$ cat src/rtl/timer_pkg.sv
// timer_pkg: shared state encoding, register offsets and CTRL field layout for timer_counter.
package timer_pkg;
    typedef enum logic [1:0] {IDLE, LOAD, CNT, INT} state_t;
    localparam logic [1:0] REG_CTRL = 2'd0;
    localparam logic [1:0] REG_PRESET = 2'd1;
    localparam logic [1:0] REG_COUNT = 2'd2;
    localparam int CTRL_EN = 0;
    localparam int CTRL_MODE_LO = 1;
    localparam int CTRL_MODE_HI = 2;
    localparam int CTRL_IM = 3;
    localparam logic [1:0] MODE_ONESHOT = 2'b00;
    localparam logic [1:0] MODE_RELOAD = 2'b01;
endpackage

$ cat src/rtl/timer_prescaler.sv
// timer_prescaler: modulo-PRESCALE tick generator, built only when TIMER_PRESCALE_EN is defined.
`ifdef TIMER_PRESCALE_EN
module timer_prescaler #(
    parameter int PRESCALE = 4
) (
    input  logic clk,
    input  logic reset,
    input  logic clear,
    input  logic run,
    output logic tick
);
    localparam int W = PRESCALE > 1 ? $clog2(PRESCALE) : 1;
    logic [W-1:0] cnt;
    assign tick = cnt == W'(PRESCALE - 1);
    always_ff @(posedge clk or negedge reset) begin
        if (!reset) cnt <= '0;
        else if (clear) cnt <= '0;
        else if (run) cnt <= tick ? '0 : cnt + 1'b1;
    end
endmodule
`endif

$ cat src/rtl/timer_counter.sv
// timer_counter: memory-mapped down-counting timer (CTRL/PRESET/COUNT) with maskable expiry irq.
// Define TIMER_PRESCALE_EN to step the count only once every PRESCALE clocks.
module timer_counter
    import timer_pkg::*;
#(
    parameter logic [31:0] BASE_ADDR = 32'h0000_7F00,
    parameter int PRESCALE = 4
) (
    input  logic        clk,
    input  logic        reset,
    input  logic [31:0] addr,
    input  logic        we,
    input  logic [31:0] wdata,
    output logic [31:0] rdata,
    output logic        irq
);
    logic en, im, irq_flag, sel, ctrl_wr, tick;
    logic [1:0] mode;
    logic [31:0] preset, count;
    state_t state;
    logic unused_ok;
    assign sel = addr[31:4] == BASE_ADDR[31:4];
    assign ctrl_wr = sel && we && addr[3:2] == REG_CTRL;
    assign irq = irq_flag & im;
`ifdef TIMER_PRESCALE_EN
    timer_prescaler #(.PRESCALE(PRESCALE)) u_prescaler (
        .clk(clk),
        .reset(reset),
        .clear(state == LOAD),
        .run(state == CNT),
        .tick(tick)
    );
    assign unused_ok = ^{addr[1:0], wdata[31:4]};
`else
    assign tick = 1'b1;
    assign unused_ok = ^{addr[1:0], wdata[31:4], 32'(PRESCALE)};
`endif
    always_comb
        rdata = !sel ? '0 :
                addr[3:2] == REG_CTRL   ? {28'd0, im, mode, en} :
                addr[3:2] == REG_PRESET ? preset :
                addr[3:2] == REG_COUNT  ? count : '0;
    // A CTRL write is applied after the FSM so it overrides the one-shot EN clear.
    always_ff @(posedge clk or negedge reset) begin
        if (!reset) begin
            en <= 1'b0;
            mode <= MODE_ONESHOT;
            im <= 1'b0;
            preset <= '0;
            count <= '0;
            irq_flag <= 1'b0;
            state <= IDLE;
        end else begin
            if (sel && we && addr[3:2] == REG_PRESET) preset <= wdata;
            case (state)
                IDLE: if (en) state <= LOAD;
                LOAD: begin
                    count <= preset;
                    state <= CNT;
                end
                CNT: begin
                    if (!en) state <= IDLE;
                    else if (tick) begin
                        if (count > 32'd1) count <= count - 32'd1;
                        else begin
                            count <= '0;
                            irq_flag <= 1'b1;
                            state <= INT;
                        end
                    end
                end
                INT: begin
                    // Auto-reload restarts straight into LOAD, giving a LOAD,CNT..,INT period.
                    if (mode == MODE_RELOAD) begin
                        irq_flag <= 1'b0;
                        state <= en ? LOAD : IDLE;
                    end else begin
                        en <= 1'b0;
                        state <= IDLE;
                    end
                end
                default: state <= IDLE;
            endcase
            if (ctrl_wr) begin
                en <= wdata[CTRL_EN];
                mode <= wdata[CTRL_MODE_HI:CTRL_MODE_LO];
                im <= wdata[CTRL_IM];
                irq_flag <= 1'b0;
            end
        end
    end
endmodule
$ cat config.mk
export PLATFORM = sky130hd
export DESIGN_NAME = timer_counter
export DESIGN_NICKNAME = d
export VERILOG_FILES = /design/src/rtl/timer_pkg.sv /design/src/rtl/timer_prescaler.sv /design/src/rtl/timer_counter.sv
export SDC_FILE = /design/constraint.sdc
export NUM_CORES = 1
export LEC_CHECK = 0
export ABC_CLOCK_PERIOD_IN_PS = 2750
export CORE_UTILIZATION = 37
export DETAILED_ROUTE_END_ITERATION = 16
export HOLD_SLACK_MARGIN = 0.02
export PLACE_DENSITY = 0.63
export SLEW_MARGIN = 20
export SYNTH_ARGS = -nofsm -noshare
export SYNTH_HDL_FRONTEND = slang
export SYNTH_HIERARCHICAL = 1
export SYNTH_SLANG_ARGS = --single-unit
$ cat constraint.sdc
create_clock -name clk -period 2.75 [get_ports clk]
set_clock_uncertainty 0.2 [all_clocks]
set_input_delay 0.275 -clock clk [delete_from_list [all_inputs] [get_ports clk]]
set_output_delay 0.275 -clock clk [all_outputs]
set_load 0.01 [all_outputs]
# [Yosys cells after proc, flatten, opt, wreduce, memory -nomap -nowiden]
# Cells that the tools add are included.
[totals] inputBits=67 elab_cells=57 ff_bits=71 output_inout_bits=33
[classes] order_cmp=1 reduce_logical=12 add_sub_neg=1 bitwise_logic=1 n_mux=21 n_eq_ne=14
[ops] cell="32-bit two-way mux" n=6
[ops] cell="32-bit one-hot mux with 2 select lines" n=1
[ops] cell="32-bit by 1-bit greater-than comparator with 1-bit output (second input constant)" n=1
[ops] cell="32-bit by 1-bit subtractor with 32-bit output (second input constant)" n=1
[ops] cell="28-bit by 11-bit == test with 1-bit output (second input constant)" n=1
[ops] cell="3-bit != test (second input constant)" n=4
[ops] cell="1-bit two-way mux" n=9
[ops] cell="2-bit one-hot mux with 4 select lines" n=1
[ops] cell="2-bit by 1-bit == test with 1-bit output (second input constant)" n=3
[ops] cell="2-bit == test (second input constant)" n=3
[ops] cell="2-bit two-way mux" n=3
[ops] cell="2-bit != test (second input constant)" n=3
[ops] cell="2-bit AND reduction" n=3
[ops] cell="2-bit zero test" n=2
[ops] cell="4-bit AND reduction" n=1
[ops] cell="2-bit nonzero test" n=2
[ops] cell="1-bit logical AND" n=3
[ops] cell="3-bit nonzero test" n=1
[ops] cell="1-bit one-hot mux with 2 select lines" n=1
[ops] cell="1-bit bitwise AND" n=1

# [Depth between registers and ports, before layout]
# Gate-level depths: netlist (run 1).
[logic_depth] word_depth=5 mapped_depth=9 ltp_nobuf=7

# [Worst setup path after synthesis (run 1)]
# OpenSTA, ideal clock, no wires.
[synth_path] kind="reg-to-reg" start="register count[7]" end="register count[3]" t_required_ns=2.424 t_arrival_ns=2.021 path_stages_with_launch=7 setup_time_ns=0.126 n_path_buf=1 path_slack_ns=0.403 period_less_slack_ns=2.347 cell_sequence="dfrtp_1 -> nor4_2 -> nand2_2 -> o31ai_4 -> buf_4 -> o21ai_1 -> a221o_1"
[synth_between] elab_chain_cells=4
[synth_lines] item="start, declared" line="timer_counter.sv:19" rtl="logic [31:0] preset, count;"
[synth_lines] item="start signal, assigned" line="timer_counter.sv:58" rtl="count <= preset;"
[synth_lines] item="start signal, assigned" line="timer_counter.sv:64" rtl="if (count > 32'd1) count <= count - 32'd1;"
[synth_lines] item="32-bit by 1-bit greater-than comparator with 1-bit output" line="timer_counter.sv:64"
[synth_lines] item="32-bit two-way mux" line="timer_counter.sv:64"
[synth_lines] item="32-bit two-way mux" line="timer_counter.sv:62" rtl="if (!en) state <= IDLE;"
[synth_lines] item="32-bit one-hot mux with 2 select lines" line="timer_counter.sv:55" rtl="case (state)"
# Every way passes these cells. The select of a mux whose other input is x is not followed.
# A chain may end at the register's enable or synchronous reset.

# [Final worst setup path (run 1)]
[layout_path] start="register count[0]" end="register count[25]"
[layout_between] elab_chain_cells=4 word_cells_on_any_way=5 cone_classes="1 x add/sub; 1 x order compare; 3 x mux"
[layout_lines] item="32-bit by 1-bit subtractor with 32-bit output / 32-bit by 1-bit greater-than comparator with 1-bit output (equally long branches)" line="timer_counter.sv:64"
[layout_lines] item="32-bit two-way mux (*)" line="timer_counter.sv:64"
[layout_lines] item="32-bit two-way mux (*)" line="timer_counter.sv:62"
[layout_lines] item="32-bit one-hot mux with 2 select lines (*)" line="timer_counter.sv:55"
# Mark *: on every way between the ends. The rest lies on a longest branch, timed or not. The select of a mux whose other input is x is not followed.

==> metrics.md, run 1 <==
| Metric | Value |
|---|---|
| Critical Path AT | 2690 ps |
| Slowest CP cell | or4_1 |
| Height of the chip | 109 µm |
| DR vias/cell | 5.86 |
| Post-Syn Area | 0.00422 mm² |
| Mean Syn Cell Area | 9.52 µm² |
| Worst rel slew slack | 47.4% |
| R2R Setup Slk | 130 ps |
| Die Area | 0.0118 mm² |
| Yosys top cell by area | dfrtp_1 |
| Die boundary width | 109 µm |
| Clock Latency Late Sink | 340 ps |
| Seq pwr share | 44.1% |
| Pwr/cell area | 409 mW/mm² |
| Grt total ovfl | 0 |
| Slew @ Worst Pin | 790 ps |
| Clock Power Share | 49.5% |
| Launching element type of the critical path | flop |
| Main synth FF type | dfrtp_1 |
| Crit path capture type | flop |
| TritonCTS clock tree | done |
| Dpl hpwl | 8.46 mm |
| IO Port Bufs | 97 |
| Max Transition Viols Final | 0 |
| EDFF count, synth | 0 |
| H-tree depth | 3 |
| F_max | 382 MHz |
| Share of post-route cells with drive strength above 1 | 17.4% |
| Status | finished clean |
| Final Cycle Share | 95.2% |
| WL per Instance | 17.6 µm |
| Antenna cells | 0 |
| Largest net degree at the start of global routing | 43 |
| Clk slew on worst S/H paths | 60 ps |
| Layout area overhead | 37.4% |
| Most common cell in the netlist | dfrtp_1 |
| Total leakage power | 2.61 nW |
| Gr usage total | 22.0% |
| Critical path required time | 2830 ps |
| Site row count | 38 |
| Max_cap viols | 0 |
| Fin nets | 615 |
| RR Endpoint | count[25] |
| Synthesized instance count | 443 |
| Final hold violation count | 0 |
| Post-synth cell types | 57 |
| Syn. warnings | 6 |
| CP max FO | 7 |
| Sequential element share of the synthesized area | 42.1% |
| First-pass DRT Iterations | 5 |
| Core box area | 0.0110 mm² |
| FF-to-FF Start | count[0] |
| Fin Setup TNS | 0 ps |
| Worst path max stage delay | 710 ps |
| Total Wirelength | 12.2 mm |
| First-pass GRT wire length | 20.3 mm |
| Crit path max-delay family | simple AND/OR/NAND/NOR gates |
| Internal Pwr Total | 1.85 mW |
| Deepest clock path buffer count | 2 |
| Crit Path Category | reg -> reg |
| Final Util | 52.7% |
| Final setup vio count | 0 |
| Iter 0 DRT Violations | 189 |
| Remaining DRCs | 0 |
| Psw | 0.523 mW |
| Fin crit period | 2620 ps |
| Clock Tree Root | clkbuf_16 |
| Comb power frac | 6.4% |
| Antenna viol nets, final | 0 |
| Hold Path Class | in -> reg |
| Placer congestion estimate | 0.871 |
| Sw Share | 22.1% |
| Peak supply drop | 0.309 mV |
| CP Launch Point | count[0] |
| Worst-path cell chain | or4_1, nor3_1, nand4_1, o31ai_1, a31o_2 |
| Syn nets | 512 |
| R2R cell count | 5 |
| Crit path depth | 5 |
| Total CTS buffers | 9 |
| Io pins | 100 |
| Vias in the first global route | 4,173 |
| Initial antenna violation count | 0 |
| FILL cells | 988 |
| Initial Utilization | 38.4% |
| Synthesized flop and latch total | 71 |
| Vias | 4,049 |
| RSZ-0062 raised after global routing | no |
| Synth top area cells | dfrtp_1 42%, mux2_2 9.1%, a22oi_1 5.9% |
| Async SR Flop Fraction | 100% |
| Top cells by count, synth | 71 x dfrtp_1, 50 x nor2_1, 34 x mux2_2 |
| End point of the critical path | count[25] |
| Synth top area share | 42.1% |
| CTS sink count | 71 |
| Crit path buf inv count | 0 |
per-layer routing:
metal | global-route usage [%] | share of wire, %
met2 | 37.4 | 50
met3 | 4.42 | 5.3
met4 | 7.14 | 1.5
met1 | 27.9 | 43
met5 | 0 | 0
worst min-delay path by stage:
stage / start / endpoint / slack, ps / cells after the start
2_1_floorplan: reset / count[0] / -220 / 0
3_3_place_gp: reset / preset[16] / 180 / 1
3_5_place_dp: reset / preset[16] / 180 / 1
4_1_cts: preset[14] / preset[14] / 320 / 1
5_1_grt: wdata[0] / en / 340 / 3
6_report: wdata[0] / en / 320 / 3
cell usage in the layout, fill, tap and decap left out, types with 3 or more instances in the layout:
cell / count
a221o_1: 12
nor2_1: 49
or4_1: 6
clkdlybuf4s50_1: 64
nor2b_1: 4
nor3_1: 20
inv_1: 5
buf_4: 22
nor4_2: 6
mux2_2: 34
dlygate4sd2_1: 32
nand2_1: 30
a22oi_1: 33
o22ai_1: 3
o211ai_1: 3
mux2i_1: 8
o21ai_1: 8
o21ai_0: 23
nand3_1: 3
dfrtp_1: 71
nand4_1: 4
buf_12: 6
nor4_1: 13
a22o_1: 9
clkbuf_16: 9
or3_1: 6
o31ai_1: 7
and2_1: 4
a21oi_1: 9
cell type report:
class                           instances  area, µm²  share of cell area [%]
Inverter                                6       22.5                   0.389
Timing Repair Buffer                  126       1220                    21.1
Multi-Input combinational cell        332       2300                    39.7
Clock inverter                          6       68.8                    1.19
Sequential cell                        71       1780                    30.7
Clock buffer                           10        229                    3.95
Tap cell                              140        175                    3.02
flip-flops by register name (all words and copies together), names as in the netlist:
signal	cells
count	32
en	1
im	1
irq_flag	1
mode	2
preset	32
state	2
per-stage QoR:
| stage | cell area (µm²) | total power [mW] | setup WS [ps] | cells | hold slack (ps) |
|---|---|---|---|---|---|
| CTS | 5790 | 2.39 | 146 | 691 | 320 |
| global placement | 5500 | 1.21 | -169 | 674 | 179 |
| finish | 5790 | 2.37 | 132 | 691 | 324 |
| global route | 5790 | 2.45 | 15.0 | 691 | 341 |
| detailed placement | 5500 | 1.22 | -165 | 674 | 183 |
| floorplan | 4220 | 1.08 | 403 | 443 | -221 |
timing repair:
action / CTS / global route
cloned: 0 / 0
hold endpoints to repair: 29 / 0
hold buffers: 1 / 0
setup endpoints to repair: 32 / 1
buffers inserted: 0 / 0
gates resized for setup: 35 / 1
power by group through the flow:
stage | Clock, mW | Sequential, mW | Combinational [mW]
floorplan | 0 | 1.06 | 0.0207
global placement | 0 | 1.06 | 0.149
detailed placement | 0 | 1.06 | 0.151
CTS | 1.19 | 1.04 | 0.154
global route | 1.24 | 1.04 | 0.165
finish | 1.17 | 1.04 | 0.152
worst min-delay path, stage by stage:
cell and delay (ps):
clkdlybuf4s50_1 420, inv_1 60, mux2i_1 60
logic make-up (layout without fill, tap and decap cells):
group	Yosys count	after routing	share of synthesized area, %
AO/OA/AOI/OAI	123	123	21.2
multiplexers	43	43	11.2
AND/OR/NAND/NOR	164	164	20.8
buffers and inverters	40	148	4.07
flip-flops	71	71	42.1
adder cells (fa/ha/maj)	2	2	0.593
Power figures use the tool's default switching activity.
==> inputs of run 2 (changes only) <==
--- a/config.mk
+++ b/config.mk
@@ -10,6 +10,7 @@
 export DETAILED_ROUTE_END_ITERATION = 16
 export HOLD_SLACK_MARGIN = 0.02
 export PLACE_DENSITY = 0.63
+export SKIP_LAST_GASP = 1
 export SLEW_MARGIN = 20
 export SYNTH_ARGS = -nofsm -noshare
 export SYNTH_HDL_FRONTEND = slang
==> results of run 2 <==
Final layout, timing and power as in run 1 (identical DEF).
==> inputs of run 3 (changes only) <==
--- a/config.mk
+++ b/config.mk
@@ -5,7 +5,7 @@
 export SDC_FILE = /design/constraint.sdc
 export NUM_CORES = 1
 export LEC_CHECK = 0
-export ABC_CLOCK_PERIOD_IN_PS = 2750
+export ABC_CLOCK_PERIOD_IN_PS = 3200
 export CORE_UTILIZATION = 37
 export DETAILED_ROUTE_END_ITERATION = 16
 export HOLD_SLACK_MARGIN = 0.02
==> constraint.sdc (replaced) <==
create_clock -name clk -period 3.2 [get_ports clk]
set_clock_uncertainty 0.2 [all_clocks]
set_input_delay 0.32 -clock clk [delete_from_list [all_inputs] [get_ports clk]]
set_output_delay 0.32 -clock clk [all_outputs]
set_load 0.01 [all_outputs]
==> metrics.md, run 3 (same netlist as run 1, synthesis figures left out) <==
| Metric | Value |
|---|---|
| Commonest non-fill, non-tap cells in the layout | 96 x clkdlybuf4s50_1, 71 x dfrtp_1, 49 x nor2_1 |
| F_max | 334 MHz |
| R2R cell count | 6 |
| Final hold violation count | 0 |
| Total CTS buffers | 9 |
| Hold_sp | mode[0] |
| Clk slew on worst S/H paths | 60 ps |
| DR vias/cell | 5.75 |
| Vias | 3,910 |
| Share of post-route cells with drive strength above 1 | 15.4% |
| Total leakage power | 2.38 nW |
| First-pass GRT wire length | 20.0 mm |
| Pwr/cell area | 347 mW/mm² |
| IO Port Bufs | 97 |
| Final setup margin | 204 ps |
| Launching element type of the critical path | input port |
| First-pass DRT Iterations | 7 |
| Antenna viol nets, final | 0 |
| Max Transition Viols Final | 0 |
| Crit Path Category | in -> out |
| Io pins | 100 |
| Fin nets | 604 |
| Die boundary width | 109 µm |
| Crit path capture type | primary output |
| Worst rel slew slack | 50.2% |
| TritonCTS clock tree | done |
| R2R Setup Slk | 480 ps |
| Fin Setup TNS | 0 ps |
| Deepest clock path buffer count | 2 |
| Most common cell after layout, fill and taps aside | clkdlybuf4s50_1 |
| H-tree depth | 3 |
| Placer congestion estimate | 0.840 |
| CP Launch Point | addr[28] |
| Setup bufs post-CTS | 0 |
| Height of the chip | 109 µm |
| Clock Latency Late Sink | 330 ps |
| Fin crit period | 3000 ps |
| Placed insts | 663 |
| Critical Path AT | 2480 ps |
| CTS sink count | 71 |
| Slew @ Worst Pin | 747 ps |
| Site row count | 38 |
| RSZ-0062 raised after global routing | no |
| Die Area | 0.0118 mm² |
| Total Wirelength | 11.8 mm |
| CP max FO | 34 |
| Vias in the first global route | 4,055 |
| Max_cap viols | 0 |
| Final setup vio count | 0 |
| Iter 0 DRT Violations | 178 |
| Remaining DRCs | 0 |
| Critical path required time | 2680 ps |
| Antenna cells | 0 |
| WL per Instance | 17.4 µm |
| Peak supply drop | 0.243 mV |
| Clock Tree Root | clkbuf_16 |
| Hold Path Class | reg -> reg |
| Core box area | 0.0110 mm² |
| Grt total ovfl | 0 |
| Setup WS pre-CTS | 178 ps |
| Initial antenna violation count | 0 |
| Worst Hold End | mode[0] |
| Biggest regs | count x32, preset x32 |
| Hold depth | 1 |
| Status | finished clean |
| FF-to-FF Start | count[18] |
| RR Endpoint | count[6] |
| Finished Layout Cells | 680 |
| Layout area overhead | 34.7% |
| Gr usage total | 21.5% |
| Dpl hpwl | 8.28 mm |
| Largest net degree at the start of global routing | 43 |
| Final Cycle Share | 93.6% |
| Initial Utilization | 38.4% |
-- run 3: cell count changes in the layout (fill, tap and decap cells not counted), moves of 2 or more --
cell	before	now
buf_12	6	3
clkinvlp_4	1	3
buf_4	22	14
clkdlybuf4s50_1	64	96
dlygate4sd2_1	32	0
-- run 3: how the worst max path moves through the flow --
stage               slack, ps    endpoint  cells past startpoint
floorplan                 820  preset[11]                      7
global placement          170    rdata[6]                      7
detailed placement        180   rdata[19]                      7
CTS                       180   rdata[19]                      7
global route               30   rdata[12]                      7
finish                    200   rdata[19]                      7
-- run 3: layer usage --
metal	global-route usage (%)	wire length (µm)	share of wire, %
met5	0	0	0
met3	2.57	421	3.6
met1	28.8	5400	46
met2	35.8	5840	49
met4	7.43	181	1.5
-- run 3: final cells by class --
class                      instances  area [µm²]
clock buffer                      10         239
clock inverter                     6        45.0
fill                            1065        5300
inverter                           6        22.5
multi-input combinational        332        2280
sequential                        71        1780
tap                              140         175
timing repair buffer             115        1140
-- run 3: critical path, stage by stage --
cell	delay, ps
clkdlybuf4s50_1	390
nor4b_1	300
nand4_1	130
or3_1	430
buf_12	190
nor2_1	130
clkdlybuf4s50_1	560
-- run 3: what timing repair did --
action	CTS	global route
hold buffers	1	0
gates resized for setup	0	1
hold endpoints to repair	29	0
endpoints found under the setup margin	0	7
-- run 3: per-stage QoR --
step / instance area, µm² / hold slack, ps / total power [mW] / utilization, %
after floorplan: 4220 / -176 / 0.932 / -
after global placement: 5380 / 224 / 1.04 / 49.0
after detailed placement: 5380 / 228 / 1.04 / 49.0
after CTS: 5680 / 335 / 1.99 / 51.7
after global routing: 5680 / 349 / 2.03 / 51.7
final: 5680 / 333 / 1.97 / 51.7
-- run 3: where the power goes --
group          internal, mW  switching [mW]  leakage, nW
combinational        0.0777          0.0477         1.26
clock                 0.548           0.400        0.131
sequential            0.898     0.000000175        0.987
total                  1.52           0.448         2.38
